File: src/rtl/irq_priority_ctrl_if.sv
// irq_priority_ctrl_if
// Bundles the peripheral interrupt lines, mask programming, and the
// req/ack/eoi handshake between the interrupt controller and the core.
//   master : core / peripheral side (drives sources, mask, ack, eoi)
//   slave  : controller side (drives request, vector, status views)
// Signals:
//   irq[NUM_IRQ]        maskable source lines, bit 0 highest priority
//   nmi                 non-maskable source
//   intd                global maskable-interrupt disable
//   mask_we/mask_wdata  mask register write port (1 = source disabled)
//   int_ack             core accepts current request
//   eoi                 core finished servicing current interrupt
//   int_req             request to core
//   int_vector          index of requesting maskable source, 0 for NMI
//   int_is_nmi          current request/service is NMI
//   in_service          core is inside a handler
//   pending / mask      register views
interface irq_priority_ctrl_if #(
  parameter int NUM_IRQ = 8,
  parameter int VEC_W   = 3
);
  logic [NUM_IRQ-1:0] irq;
  logic               nmi;
  logic               intd;
  logic               mask_we;
  logic [NUM_IRQ-1:0] mask_wdata;
  logic               int_ack;
  logic               eoi;
  logic               int_req;
  logic [VEC_W-1:0]   int_vector;
  logic               int_is_nmi;
  logic               in_service;
  logic [NUM_IRQ-1:0] pending;
  logic [NUM_IRQ-1:0] mask;

  modport master (
    output irq, nmi, intd, mask_we, mask_wdata, int_ack, eoi,
    input  int_req, int_vector, int_is_nmi, in_service, pending, mask
  );

  modport slave (
    input  irq, nmi, intd, mask_we, mask_wdata, int_ack, eoi,
    output int_req, int_vector, int_is_nmi, in_service, pending, mask
  );
endinterface

File: src/rtl/irq_priority_ctrl.sv
// irq_priority_ctrl
// Latches and prioritises NUM_IRQ maskable sources plus one NMI and hands
// one vectored request at a time to the core over a req/ack/eoi handshake.
// Ports:
//   clk    system clock, rising edge
//   reset  synchronous, active-high
//   bus    irq_priority_ctrl_if.slave (sources, mask port, handshake, status)
//
// state   | meaning
// --------+-----------------------------------------------------------
// IDLE    | no request outstanding; picks NMI first, else lowest eligible
// REQ     | int_req high, vector/is_nmi frozen until int_ack
// SERVICE | core in handler (in_service); waits for eoi, no nesting
module irq_priority_ctrl #(
  parameter int NUM_IRQ   = 8,
  parameter int VEC_W     = 3,
  parameter bit EDGE_MODE = 1'b1
) (
  input logic clk,
  input logic reset,
  irq_priority_ctrl_if.slave bus
);

  typedef enum logic [1:0] {
    IDLE    = 2'd0,
    REQ     = 2'd1,
    SERVICE = 2'd2
  } state_t;

  state_t             state, stateNext;
  logic [NUM_IRQ-1:0] irqDly;
  logic [NUM_IRQ-1:0] pendReg;
  logic [NUM_IRQ-1:0] maskReg;
  logic               nmiDly;
  logic               nmiPend;
  logic [VEC_W-1:0]   vecReg, vecNext;
  logic               isNmiReg, isNmiNext;

  logic [NUM_IRQ-1:0] eligible;
  logic               anyEligible;
  logic [VEC_W-1:0]   lowestIdx;
  logic               ackTake;
  logic [NUM_IRQ-1:0] clrVec;
  logic [NUM_IRQ-1:0] pendNext;

  assign eligible    = bus.intd ? '0 : (pendReg & ~maskReg);
  assign anyEligible = |eligible;
  assign ackTake     = (state == REQ) && bus.int_ack;
  assign clrVec      = (ackTake && !isNmiReg) ? (NUM_IRQ'(1) << vecReg) : '0;

  // Scan from the top down so the lowest set index is the one that sticks.
  always_comb begin
    lowestIdx = '0;
    for (int i = NUM_IRQ - 1; i >= 0; i--) begin
      if (eligible[i]) lowestIdx = VEC_W'(i);
    end
  end

  // Set term is OR'ed after the clear so a same-cycle edge wins.
  always_comb begin
    if (EDGE_MODE) pendNext = (pendReg & ~clrVec) | (bus.irq & ~irqDly);
    else           pendNext = bus.irq;
  end

  always_comb begin
    stateNext = state;
    vecNext   = vecReg;
    isNmiNext = isNmiReg;
    case (state)
      IDLE: begin
        if (nmiPend) begin
          stateNext = REQ;
          isNmiNext = 1'b1;
          vecNext   = '0;
        end else if (anyEligible) begin
          stateNext = REQ;
          isNmiNext = 1'b0;
          vecNext   = lowestIdx;
        end
      end
      REQ:     if (bus.int_ack) stateNext = SERVICE;
      SERVICE: if (bus.eoi)     stateNext = IDLE;
      default: stateNext = IDLE;
    endcase
  end

  always_ff @(posedge clk) begin
    if (reset) begin
      state    <= IDLE;
      irqDly   <= '0;
      pendReg  <= '0;
      maskReg  <= '1;
      nmiDly   <= 1'b0;
      nmiPend  <= 1'b0;
      vecReg   <= '0;
      isNmiReg <= 1'b0;
    end else begin
      state    <= stateNext;
      irqDly   <= bus.irq;
      pendReg  <= pendNext;
      nmiDly   <= bus.nmi;
      nmiPend  <= (bus.nmi & ~nmiDly) | (nmiPend & ~(ackTake & isNmiReg));
      vecReg   <= vecNext;
      isNmiReg <= isNmiNext;
      if (bus.mask_we) maskReg <= bus.mask_wdata;
    end
  end

  // Every output is a register or a decode of the state register.
  assign bus.int_req    = (state == REQ);
  assign bus.in_service = (state == SERVICE);
  assign bus.int_vector = vecReg;
  assign bus.int_is_nmi = isNmiReg;
  assign bus.pending    = pendReg;
  assign bus.mask       = maskReg;

endmodule

File: src/flat_wrapper.sv
// flat-port wrapper written by rule: the top's interface ports become plain ports
module irq_priority_ctrl_flat 
#(
  parameter int NUM_IRQ   = 8,
  parameter int VEC_W     = 3,
  parameter bit EDGE_MODE = 1'b1
)
  (clk, reset, bus_irq, bus_nmi, bus_intd, bus_mask_we, bus_mask_wdata, bus_int_ack, bus_eoi, bus_int_req, bus_int_vector, bus_int_is_nmi, bus_in_service, bus_pending, bus_mask);
  irq_priority_ctrl_if #(.NUM_IRQ(NUM_IRQ), .VEC_W(VEC_W)) bus_i ();
  input logic clk;
  input logic reset;
  input wire logic [$bits(bus_i.irq)-1:0] bus_irq;
  input wire logic [$bits(bus_i.nmi)-1:0] bus_nmi;
  input wire logic [$bits(bus_i.intd)-1:0] bus_intd;
  input wire logic [$bits(bus_i.mask_we)-1:0] bus_mask_we;
  input wire logic [$bits(bus_i.mask_wdata)-1:0] bus_mask_wdata;
  input wire logic [$bits(bus_i.int_ack)-1:0] bus_int_ack;
  input wire logic [$bits(bus_i.eoi)-1:0] bus_eoi;
  output wire logic [$bits(bus_i.int_req)-1:0] bus_int_req;
  output wire logic [$bits(bus_i.int_vector)-1:0] bus_int_vector;
  output wire logic [$bits(bus_i.int_is_nmi)-1:0] bus_int_is_nmi;
  output wire logic [$bits(bus_i.in_service)-1:0] bus_in_service;
  output wire logic [$bits(bus_i.pending)-1:0] bus_pending;
  output wire logic [$bits(bus_i.mask)-1:0] bus_mask;
  assign bus_i.irq = bus_irq;
  assign bus_i.nmi = bus_nmi;
  assign bus_i.intd = bus_intd;
  assign bus_i.mask_we = bus_mask_we;
  assign bus_i.mask_wdata = bus_mask_wdata;
  assign bus_i.int_ack = bus_int_ack;
  assign bus_i.eoi = bus_eoi;
  assign bus_int_req = bus_i.int_req;
  assign bus_int_vector = bus_i.int_vector;
  assign bus_int_is_nmi = bus_i.int_is_nmi;
  assign bus_in_service = bus_i.in_service;
  assign bus_pending = bus_i.pending;
  assign bus_mask = bus_i.mask;
  irq_priority_ctrl #(.NUM_IRQ(NUM_IRQ), .VEC_W(VEC_W), .EDGE_MODE(EDGE_MODE)) u_core (.clk(clk), .reset(reset), .bus(bus_i));
endmodule
File: config.mk
export PLATFORM = sky130hd
export DESIGN_NAME = irq_priority_ctrl_flat
export DESIGN_NICKNAME = d
export VERILOG_FILES = /design/src/rtl/irq_priority_ctrl_if.sv /design/src/rtl/irq_priority_ctrl.sv /design/src/flat_wrapper.sv
export SDC_FILE = /design/constraint.sdc
export NUM_CORES = 1
export LEC_CHECK = 0
export CORE_MARGIN = 4
export CORE_UTILIZATION = 44
export CTS_BUF_LIST = sky130_fd_sc_hd__clkbuf_16
export CTS_CLUSTER_DIAMETER = 80
export DETAILED_ROUTE_END_ITERATION = 8
export GPL_ROUTABILITY_DRIVEN = 1
export PLACE_DENSITY = 0.8
export SLEW_MARGIN = 25
export SYNTH_ARGS = -nofsm -noshare
export SYNTH_HDL_FRONTEND = slang
export SYNTH_SLANG_ARGS = --single-unit
export TNS_END_PERCENT = 50
File: constraint.sdc
create_clock -name clk -period 3.55 [get_ports clk]
set_input_delay 0.71 -clock clk [delete_from_list [all_inputs] [get_ports clk]]
set_output_delay 0.71 -clock clk [all_outputs]
set_load 0.01 [all_outputs]
==> impl_results.md <==
* Max-slew violations at 0
* Minimum clock period after layout at 2.21 ns
* Cell variety after synth at 30
* Flop and latch count out of synthesis at 32
* Mux contribution to synthesized area at 7.40%
* Maximum vdd drop at 0.402 mV
* Max layer used: met4
* Syn_nets at 159
* Initial antenna violation count at 0
* Fillcell total at 227
* Worst path cell trace: clkdlybuf4s50_1 > a21oi_1 > or4_4 > nand2_2 > mux2_4
* DRT met1 WL at 1.38 mm
* Endpoints failing hold at 0
* Routed Antenna Nets at 0
* Hold Path Class: reg2reg
* # DRC at 0
* Worst path max stage delay at 0.60 ns
* Total CTS buffers at 5
* Number of global-route vias before repair at 1208
* Yosys warns at 0
* DP HPWL at 2.31 mm
* Largest family of logic cells by synthesized area: simple AND/OR/NAND/NOR gates
* Met2 Wirelength at 1.55 mm
* RSZ-0062 raised after global routing: no
* PortBufs at 44
* R2R depth at 5
* Setup TNS at 0 ns
* Grt ovf at 0
* Post-CTS sizing at 0
* Final Skew at 0.00712 ns
* Clock Tree Buf Depth at 2
* Post-Synth Adder-Cell Area at 0%
* Vias at 1149
* Clock insertion delay at the later pin of the skew report at 0.28 ns
* Post-synth EDFFs at 0
* WS Path Type: in2reg
* Synth Area in Compound Gates at 15.5%
* Placed cell areas at 1760 µm²
* Ys flop type: dfxtp_1
* CP max-delay cell: clkdlybuf4s50_1
* Clock-pin slew on the worst setup and hold paths at 0.05 ns
* Diode count at 0
* Pleak at 0.738 nW
* CP arrival at 2.37 ns
* Area Overhead vs Synth at 47.4%
* Final instance area at 1890 µm²
* DR vias/cell at 5.32
* Final core utilization at 68.1%
* Worst Hold Margin at 0.472 ns
* Top-Level Pins at 45
* Worst EP required at 3.72 ns
* Final GP Congestion at 0.773
* Final #Nets at 208
* Sequential cell area fraction in the yosys report at 49.9%
* Layout cells sized above 1 at 7.57%
* XOR/XNOR Fraction of Synth Area at 0%
* H-tree Lvls at 2
* Largest net degree at the start of global routing at 26
* Crit-path leading delay family: simple AND/OR/NAND/NOR gates
* Startpoint Class: primary input
* CTS tree: built
* Power, Total at 0.932 mW
* Slew HR at 70.0%
* Initial core utilization at 46.2%
* PD cells at 492 nW/µm²
* Routed wire length at 3.22 mm
* Post-Synth Simple-Gate Area at 25.8%
* Mapped Cells at 136
* Max Fclk at 453 MHz
* Hold path depth at 1
* Die height at 62.0 µm
* DRT Pass-1 Iters at 4
* GRT Total Usage at 18.5%
* Row cnt at 19
* Setup violation total in the final timing report at 0
* Share of async-settable or async-resettable flops after synthesis at 0%
* Worst setup EP type: flip-flop
* Worst Tran Pin Value at 0.449 ns
* Mean cell area of the mapped netlist at 9.45 µm²
* DR iter-0 viols at 37
* Wire per inst at 14.9 µm
* Root Buffer: clkbuf_16
* Cts hold-fix bufs at 0
* Max Cap Viol at 0
* Die Wd at 62.0 µm
* Status: complete, no violations
* Core footprint at 2780 µm²
* Clk sinks at 32
* Post-CTS Setup Inserts at 0
* Worst-path maximum fanout at 6
* Post-Syn Area at 1280 µm²
* Bufs and invs on worst path at 1
* Period utilisation layout at 62.2%
* Die area at 3850 µm²
* First-pass GRT wire length at 5.14 mm
* WL met3 at 240 µm
* Worst path depth at 5
[through the flow]
stage          worst slack (ns)  cells
3_3_place_gp               1.17    209
4_1_cts                    1.37    216
2_1_floorplan              1.78    136
5_1_grt                    1.29    216
6_report                   1.34    216
3_5_place_dp               1.11    209
[layout make-up]
type	count	area, µm²	area share (%)
sequential	32	641	33.8
multi-input combinational	99	626	33.0
timing repair buffer	45	448	23.6
clock buffer	5	125	6.61
tap	31	38.8	2.05
clock inverter	2	8.76	0.462
inverter	2	7.51	0.396
[per-layer routing]
metal / up-vias / track usage, %
met2: 45 / 31.2
met1: 527 / 20.0
li1: 569 / -
met4: 0 / 8.48
met3: 8 / 7.64
met5: - / 0
[cells in the mapped netlist (all sizes together), types with 2 or more instances]
master | n | area [µm²]
a21oi | 14 | 70.1
o21ai | 9 | 45.0
nand2 | 13 | 51.3
and2b | 2 | 15.0
nand2b | 20 | 130
nor2b | 12 | 75.1
o31ai | 2 | 15.0
nor3 | 2 | 10.0
mux2i | 8 | 80.1
clkbuf | 2 | 7.51
dfxtp | 32 | 641
a41oi | 2 | 17.5
nor2 | 4 | 15.0
[worst paths after layout]
kind	to	slack [ns]	startpoint
worst max-delay path	u_core.bus.int_vector[0]	1.34	bus_intd
worst min-delay path	u_core.state[0]	0.47	u_core.state[1]
worst max register to register	u_core.bus.int_vector[0]	1.87	u_core.bus.mask[4]
worst min register to register	u_core.state[0]	0.47	u_core.state[1]
[where the power goes]
part | switching [mW] | internal, mW | leakage, nW
Clock | 0.137 | 0.250 | 0.0709
Sequential | 0.0202 | 0.384 | 0.265
Combinational | 0.0574 | 0.0830 | 0.401
[cell usage in the layout, fill, tap and decap left out, types with 3 or more instances in the layout]
| cell | n |
|---|---|
| o21ai_0 | 6 |
| o21ai_1 | 3 |
| dfxtp_1 | 32 |
| mux2i_1 | 8 |
| nand2b_1 | 18 |
| nor2b_1 | 12 |
| nand2_1 | 12 |
| a21oi_1 | 14 |
| clkbuf_16 | 5 |
| clkdlybuf4s50_1 | 44 |
| nor2_1 | 4 |
[worst register-to-register path, cell delays in order (launching register included)]
cell	delay, ns
dfxtp_1	0.37
nand2b_1	0.20
a41oi_1	0.15
or4_4	0.46
nand2_2	0.11
mux2_4	0.29
[state kept, by name (all words and copies together), names as in the netlist]
register and flops:
u_core.bus.int_is_nmi 1, u_core.bus.int_vector 3, u_core.bus.mask 8, u_core.bus.pending 8, u_core.irqDly 8, u_core.nmiDly 1
u_core.nmiPend 1, u_core.state 2
[logic make-up after synthesis]
kind of cell / Yosys count
AND/OR/NAND/NOR: 57
AO/OA/AOI/OAI: 33
flip-flops: 32
multiplexers: 9
buffers and inverters: 5
Power figures use the tool's default switching activity.
